--- src/rtl/dma_bus_responder.sv ---
// DMA bus responder: arbitrates the memory bus for a DMA initiator and runs single read/write accesses.
// Optional memory-ready timeout is enabled by defining DMA_RESP_TIMEOUT_EN.
module dma_bus_responder #(
    parameter int padd_size = 24,
    parameter int cmd_size  = 3,
    parameter int fifo_size = 8
) (
    input  logic                 clk0,
    input  logic                 reset,
    input  logic                 dma_bus_req,
    input  logic                 cpu_bus_busy,
    input  logic [cmd_size-1:0]  dma_rd_cmd,
    input  logic [padd_size-1:0] dma_rd_addr,
    input  logic [padd_size-1:0] dma_wr_addr,
    input  logic [fifo_size-1:0] dma_wr_dataout,
    output logic                 dma_bus_grant,
    output logic [fifo_size-1:0] dma_rd_datain,
    output logic                 dma_ack,
    output logic                 dma_err,
    output logic [padd_size-1:0] mem_addr,
    output logic                 mem_rd,
    output logic                 mem_wr,
    output logic [fifo_size-1:0] mem_wdata,
    input  logic [fifo_size-1:0] mem_rdata,
    input  logic                 mem_ready,
    output logic [15:0]          xfer_cnt
);

    localparam logic [cmd_size-1:0] CMD_RD = cmd_size'(1);
    localparam logic [cmd_size-1:0] CMD_WR = cmd_size'(2);

    typedef enum logic [2:0] {
        IDLE,
        GRANT,
        RD,
        WR,
        ACK
    } state_t;

    state_t               state, state_nxt;
    logic [padd_size-1:0] addr_lat, addr_lat_nxt;
    logic [fifo_size-1:0] data_lat, data_lat_nxt;
    logic [fifo_size-1:0] rd_data_nxt;
    logic [padd_size-1:0] mem_addr_nxt;
    logic [fifo_size-1:0] mem_wdata_nxt;
    logic [15:0]          cnt_nxt;
    logic                 grant_nxt, mem_rd_nxt, mem_wr_nxt, ack_nxt, err_nxt;
    logic                 timeout;

`ifdef DMA_RESP_TIMEOUT_EN
    logic [3:0] wait_cnt, wait_cnt_nxt;

    // Counter reads 15 during the 16th strobe cycle; no ready by then aborts.
    assign timeout = (wait_cnt == 4'hF);

    always_comb begin
        wait_cnt_nxt = '0;
        if (state == RD || state == WR)
            wait_cnt_nxt = wait_cnt + 4'd1;
    end

    always_ff @(posedge clk0) begin
        if (reset)
            wait_cnt <= '0;
        else
            wait_cnt <= wait_cnt_nxt;
    end
`else
    assign timeout = 1'b0;
`endif

    always_comb begin
        state_nxt    = state;
        addr_lat_nxt = addr_lat;
        data_lat_nxt = data_lat;
        rd_data_nxt  = dma_rd_datain;
        cnt_nxt      = xfer_cnt;
        err_nxt      = 1'b0;

        case (state)
            IDLE: begin
                if (dma_bus_req && !cpu_bus_busy)
                    state_nxt = GRANT;
            end
            GRANT: begin
                if (!dma_bus_req) begin
                    state_nxt = IDLE;
                end else if (dma_rd_cmd == CMD_RD) begin
                    addr_lat_nxt = dma_rd_addr;
                    state_nxt    = RD;
                end else if (dma_rd_cmd == CMD_WR) begin
                    addr_lat_nxt = dma_wr_addr;
                    data_lat_nxt = dma_wr_dataout;
                    state_nxt    = WR;
                end
            end
            RD: begin
                if (mem_ready) begin
                    rd_data_nxt = mem_rdata;
                    cnt_nxt     = xfer_cnt + 16'd1;
                    state_nxt   = ACK;
                end else if (timeout) begin
                    rd_data_nxt = '1;
                    err_nxt     = 1'b1;
                    state_nxt   = ACK;
                end
            end
            WR: begin
                if (mem_ready) begin
                    cnt_nxt   = xfer_cnt + 16'd1;
                    state_nxt = ACK;
                end else if (timeout) begin
                    err_nxt   = 1'b1;
                    state_nxt = ACK;
                end
            end
            ACK: begin
                state_nxt = dma_bus_req ? GRANT : IDLE;
            end
            default: state_nxt = IDLE;
        endcase

        // Outputs are decoded from the next state so the registered values line up with the state they describe.
        grant_nxt     = (state_nxt != IDLE);
        mem_rd_nxt    = (state_nxt == RD);
        mem_wr_nxt    = (state_nxt == WR);
        ack_nxt       = (state_nxt == ACK);
        mem_addr_nxt  = (mem_rd_nxt || mem_wr_nxt) ? addr_lat_nxt : '0;
        mem_wdata_nxt = mem_wr_nxt ? data_lat_nxt : '0;
    end

    always_ff @(posedge clk0) begin
        if (reset) begin
            state         <= IDLE;
            addr_lat      <= '0;
            data_lat      <= '0;
            dma_bus_grant <= 1'b0;
            dma_rd_datain <= '0;
            dma_ack       <= 1'b0;
            dma_err       <= 1'b0;
            mem_addr      <= '0;
            mem_rd        <= 1'b0;
            mem_wr        <= 1'b0;
            mem_wdata     <= '0;
            xfer_cnt      <= '0;
        end else begin
            state         <= state_nxt;
            addr_lat      <= addr_lat_nxt;
            data_lat      <= data_lat_nxt;
            dma_bus_grant <= grant_nxt;
            dma_rd_datain <= rd_data_nxt;
            dma_ack       <= ack_nxt;
            dma_err       <= err_nxt;
            mem_addr      <= mem_addr_nxt;
            mem_rd        <= mem_rd_nxt;
            mem_wr        <= mem_wr_nxt;
            mem_wdata     <= mem_wdata_nxt;
            xfer_cnt      <= cnt_nxt;
        end
    end

endmodule

--- config.mk ---
export PLATFORM = sky130hd
export DESIGN_NAME = dma_bus_responder
export DESIGN_NICKNAME = d
export VERILOG_FILES = /design/src/rtl/dma_bus_responder.sv
export SDC_FILE = /design/constraint.sdc
export NUM_CORES = 1
export LEC_CHECK = 0
export CAP_MARGIN = 20
export CORE_ASPECT_RATIO = 0.5
export CORE_MARGIN = 2
export CORE_UTILIZATION = 40
export DETAILED_ROUTE_END_ITERATION = 6
export GPL_TIMING_DRIVEN = 0
export PLACE_DENSITY = 0.8
export SLEW_MARGIN = 20
export SYNTH_ARGS = -nofsm -noshare
export SYNTH_HDL_FRONTEND = slang
export SYNTH_SLANG_ARGS = --single-unit
--- constraint.sdc ---
create_clock -name clk0 -period 4.16 [get_ports clk0]
set_clock_uncertainty 0.05 [all_clocks]
set_input_delay 0.416 -clock clk0 [delete_from_list [all_inputs] [get_ports clk0]]
set_output_delay 0.416 -clock clk0 [all_outputs]
set_load 0.01 [all_outputs]
==> flow_metrics.env <==
export IMPL_status="finished clean"
export IMPL_yosys_top_cells_area="dfxtp_1 45%, nor3_1 8.8%, nor2_1 7.2%, a41oi_1 5.0%, a21oi_1 4.5%"
export IMPL_syn_avg_cell_area_sq_um=8.09
export IMPL_path_cells="clkdlybuf4s50_1 > nor4bb_1 > buf_2 > buf_4 > buf_2 > a21oi_1 > nor2_1 > nor3_1"
export IMPL_cp_end_kind="register"
export IMPL_n_antenna_cell=0
export IMPL_cp_start_kind="input pin"
export IMPL_synthDominantCellAreaShare_pct=45.1
export IMPL_ys_seq_area_share_pct=45.1
export IMPL_critical_path_max_fanout=10
export IMPL_drive_gt1_share_pct=5.73
export IMPL_yosysWarnings=0
export IMPL_syn_area_sq_mm=0.00421
export IMPL_cts_sinks=95
export IMPL_cts_htree_levels=3
export IMPL_antenna_left=0
export IMPL_die_h_um=76.6
export IMPL_die_x_um=149
export IMPL_drtIter0Drc=339
export IMPL_crit_slowest_cell="clkdlybuf4s50_1"
export IMPL_cp_top_family="buffers and inverters"
export IMPL_clk_latency_ps=340
export IMPL_period_share_pct=46.9
export IMPL_fin_crit_ps=1950
export IMPL_grt_overflow_total=0
export IMPL_synthCells=521
export IMPL_maxSlewHeadroom_pct=62.3
export IMPL_ir_worst_vdd_mv=0.226
export IMPL_powerDensity_mw_per_mm2=320
export IMPL_grt_start_max_net_pins=16
export IMPL_min_path_type="reg2reg"
export IMPL_path_class="in2reg"
export IMPL_post_route_util_pct=58.1
export IMPL_worst_pin_slew_ps=566
export IMPL_critPathRequiredTime_ps=4320
export IMPL_clockBufferDepth=2
export IMPL_ys_ff_latch=95
export IMPL_fmax_mhz=513
export IMPL_critPathBufInv=4
export IMPL_cts_reportedPaths_clkPinSlew_ps=60
export IMPL_final_common_cell="clkdlybuf4s50_1"
export IMPL_die_area_sq_mm=0.0114
export IMPL_pin_count=133
export IMPL_worstPathArrival_ps=2110
export IMPL_via_per_inst=5.35
export IMPL_drc_errors=0
export IMPL_holdWs_ps=427
export IMPL_synthDistinctLibCells=40
export IMPL_numCtsBuffers=9
export IMPL_wl_per_cell_um=15.1
export IMPL_total_power_mw=1.90
export IMPL_drv_cap=0
export IMPL_cp_common_cell="buf_2"
export IMPL_cts_tree="built"
export IMPL_ctsHoldBuffers=0
export IMPL_num_rows=26
export IMPL_setup_violations=0
export IMPL_wirelength_um=12100
export IMPL_cts_root_buf="clkbuf_16"
export IMPL_max_stage_delay_ps=490
export IMPL_final_cell_area_sq_mm=0.00593
export IMPL_drtPass1Iterations=5
export IMPL_track_usage_pct=21.4
export IMPL_grt_pass1_vias=4093
export IMPL_hold_violations=0
export IMPL_fin_tns_setup_ps=0
export IMPL_layout_nets=732
export IMPL_p_leak_nw=2.14
export IMPL_dpl_cell_area_sq_mm=0.00566
export IMPL_vias=4294
export IMPL_final_cell_mix="127 x clkdlybuf4s50_1, 95 x dfxtp_1, 81 x nor2_1"
export IMPL_area_growth_pct=40.8
export IMPL_synth_top_area_cell="dfxtp_1"
export IMPL_dpl_hpwl_um=8560
export IMPL_place_congestion=0.850
export IMPL_grt_first_pass_wirelength_um=19500
export IMPL_core_sq_mm=0.0102
export IMPL_cts_resized=0
export IMPL_rsz0062_at_grt="no"
export IMPL_start_util_pct=41.3
export IMPL_syn_num_nets=594
export IMPL_filler_cell_count=953
export IMPL_postCtsSetupBuffers=0
export IMPL_slew_viol_final=0
export IMPL_io_buffers=127
export IMPL_antenna_found_initial=0
==> routing by layer <==
| metal | share of wire (%) | global-route usage [%] |
|---|---|---|
| met3 | 8.1 | 6.23 |
| met5 | 0 | 0 |
| met4 | 2.1 | 8.00 |
| met2 | 48 | 34.6 |
| met1 | 42 | 27.0 |
==> final timing paths <==
kind / cells after the start / slack [ps] / endpoint / from
min reg2reg: 2 / 430 / dma_rd_datain[4] / dma_rd_datain[4]
min: 2 / 430 / dma_rd_datain[4] / dma_rd_datain[4]
max reg2reg: 5 / 2260 / xfer_cnt[14] / xfer_cnt[0]
max: 8 / 2210 / addr_lat[20] / dma_bus_req
==> synth_stat cells (all sizes together) <==
master and n:
a21oi 38, a32o 1, a41oi 24, and3 4
and3b 1, and4 4, buf 17, clkbuf 26
clkinv 1, conb 1, dfxtp 95, ha 1
inv 31, mux2i 8, nand2 15, nand2b 1
nand3 3, nand3b 2, nand4 4, nand4b 3
nor2 81, nor2b 25, nor3 76, nor3b 1
nor4bb 1, o211ai 1, o21ai 13, o22ai 24
o31a 2, o32ai 1, or2 1, or3 3
or4b 1, xnor2 7, xor2 4
==> state kept, by name, indices dropped and copies added (netlist names) <==
| name | cells |
|---|---|
| mem_wdata | 8 |
| addr_lat | 24 |
| data_lat | 8 |
| dma_rd_datain | 8 |
| dma_ack | 1 |
| state | 3 |
| dma_bus_grant | 1 |
| mem_wr | 1 |
| xfer_cnt | 16 |
| mem_rd | 1 |
| mem_addr | 24 |
==> cells by family after synthesis <==
group / after synthesis / share of synthesized area [%]
flip-flops: 95 / 45.1
multiplexers: 8 / 1.90
XOR/XNOR: 11 / 2.29
other: 1 / 0.0890
AO/OA/AOI/OAI: 104 / 15.9
AND/OR/NAND/NOR: 226 / 26.7
adder cells (fa/ha/maj): 1 / 0.297
buffers and inverters: 75 / 7.66
==> area by class of cell <==
class / count / area, sq um / share of cell area, %
sequential: 95 / 1900 / 32.1
timing repair buffer: 127 / 1270 / 21.4
clock buffer: 10 / 239 / 4.03
clock inverter: 5 / 33.8 / 0.569
tap: 140 / 175 / 2.95
buffer: 43 / 203 / 3.42
multi-input combinational: 351 / 1990 / 33.5
inverter: 32 / 120 / 2.02
==> stage by stage <==
| step | cells | worst slack (ps) |
|---|---|---|
| after floorplan | 521 | 2480 |
| after global placement | 788 | 1890 |
| after detailed placement | 788 | 1880 |
| after CTS | 803 | 2250 |
| after global routing | 803 | 2050 |
| final | 803 | 2210 |
==> report_power, final <==
part / switching, mW / total (mW) / internal (mW)
Sequential: 0.00371 / 0.918 / 0.914
Clock: 0.351 / 0.769 / 0.418
Combinational: 0.106 / 0.209 / 0.103
==> tightest hold or removal path, stage by stage (launching register included) <==
cell     delay (ps)
dfxtp_1         300
o21ai_0          60
a21oi_1          60
(Power assumes the default switching activity.)
==> RTL change: new RTL, same flow settings <==
Register the output `xfer_cnt` once more; this adds one clock of latency there. The other outputs are not delayed to match.
--- a/src/rtl/dma_bus_responder.sv
+++ b/src/rtl/dma_bus_responder.sv
@@ -38,4 +38,6 @@
     } state_t;
 
+    logic [15:0] xfer_cnt_s0;
+
     state_t               state, state_nxt;
     logic [padd_size-1:0] addr_lat, addr_lat_nxt;
@@ -75,5 +77,5 @@
         data_lat_nxt = data_lat;
         rd_data_nxt  = dma_rd_datain;
-        cnt_nxt      = xfer_cnt;
+        cnt_nxt      = xfer_cnt_s0;
         err_nxt      = 1'b0;
 
@@ -98,5 +100,5 @@
                 if (mem_ready) begin
                     rd_data_nxt = mem_rdata;
-                    cnt_nxt     = xfer_cnt + 16'd1;
+                    cnt_nxt     = xfer_cnt_s0 + 16'd1;
                     state_nxt   = ACK;
                 end else if (timeout) begin
@@ -108,5 +110,5 @@
             WR: begin
                 if (mem_ready) begin
-                    cnt_nxt   = xfer_cnt + 16'd1;
+                    cnt_nxt   = xfer_cnt_s0 + 16'd1;
                     state_nxt = ACK;
                 end else if (timeout) begin
@@ -143,5 +145,5 @@
             mem_wr        <= 1'b0;
             mem_wdata     <= '0;
-            xfer_cnt      <= '0;
+            xfer_cnt_s0   <= '0;
         end else begin
             state         <= state_nxt;
@@ -156,6 +158,10 @@
             mem_wr        <= mem_wr_nxt;
             mem_wdata     <= mem_wdata_nxt;
-            xfer_cnt      <= cnt_nxt;
+            xfer_cnt_s0   <= cnt_nxt;
         end
+    end
+
+    always_ff @(posedge clk0) begin
+        xfer_cnt <= xfer_cnt_s0;
     end
 
Function: changed (a bounded check fails within 4 cycles, from zero or initial values and one cycle with reset high).
==> RTL change against the unedited design <==
Sequential power increased by 17%; power increased by 10%; setup slack better by 0.035 ns; combinational power is 31% lower; area after synthesis is 9.4% lower; die area shrank 9.0%; sequential share of layout area up 7.8 points; wire length decreased by 24%; cell area shrank 6.1%; sequential cell count rose by 16.
==> RTL change: results <==
metrics = {
    "status": {
        "status": "finished clean",
    },
    "pwr": {
        "power_frac_seq_pct": 51.3,
        "peakVddDrop_v": 0.000224,
        "p_leak_uw": 0.00200,
    },
    "finish": {
        "buf_share_pct": 25.2,
        "multi_input_area_share_pct": 26.1,
        "buffers": 153,
        "stdcell_count": 647,
        "n_all_inverters": 8,
        "drive_above_1_share_pct": 6.84,
        "nClkBuffers": 13,
        "clkCellAreaFrac_pct": 5.57,
    },
    "global_route": {
        "grt_max_degree": 17,
        "use_met2_pct": 31.8,
        "grt_first_pass_wirelength_mm": 14.5,
        "grt_pass1_vias": 3060,
        "grtUsageMet3_pct": 4.79,
    },
    "min_path": {
        "hold_start": "xfer_cnt_s0[15]$_SDFFE_PP0P_",
        "min_to": "xfer_cnt[15]$_DFF_P_",
        "hold_depth": 0,
    },
    "worst_setup_path": {
        "crit_arrival_ns": 2.14,
        "r2r_slack_ns": 2.42,
        "rr_endpoint": "xfer_cnt_s0[14]$_SDFFE_PP0P_",
        "reg2reg_from": "xfer_cnt_s0[0]$_SDFFE_PP0P_",
    },
    "placement": {
        "io_buffers": 129,
        "hpwl_mm": 6.67,
    },
    "route": {
        "wl_met3_um": 361,
        "dr.pass1.iters": 4,
        "routed-wl-met2_mm": 4.62,
        "first_iter_violations": 188,
    },
    "synth": {
        "ys_seq_elements": 111,
        "synth_cell_types": 44,
    },
    "sta": {
        "worst_slew_pin_slew_ns": 0.588,
    },
}
RTL change: cells by family after synthesis:
kind of cell | share of synthesized area, %
multiplexers | 2.36
flip-flops | 58.2
buffers and inverters | 3.70
AND/OR/NAND/NOR | 18.2
adder cells (fa/ha/maj) | 0.328
other | 0.0982
XOR/XNOR | 2.52
AO/OA/AOI/OAI | 14.6
RTL change: how the worst max path moves through the flow:
stage	cells after the start	startpoint	slack, ns	endpoint
after CTS	7	dma_rd_cmd[1]	2.23	addr_lat[7]$_SDFF_PP0_
after global placement	7	dma_rd_cmd[1]	1.92	mem_addr[4]$_SDFF_PP0_
after floorplan	5	dma_rd_cmd[0]	2.57	mem_wdata[0]$_SDFF_PP0_
final	7	dma_rd_cmd[1]	2.24	mem_addr[11]$_SDFF_PP0_
after detailed placement	7	dma_rd_cmd[1]	1.89	addr_lat[10]$_SDFF_PP0_
after global routing	7	dma_rd_cmd[1]	2.09	addr_lat[10]$_SDFF_PP0_
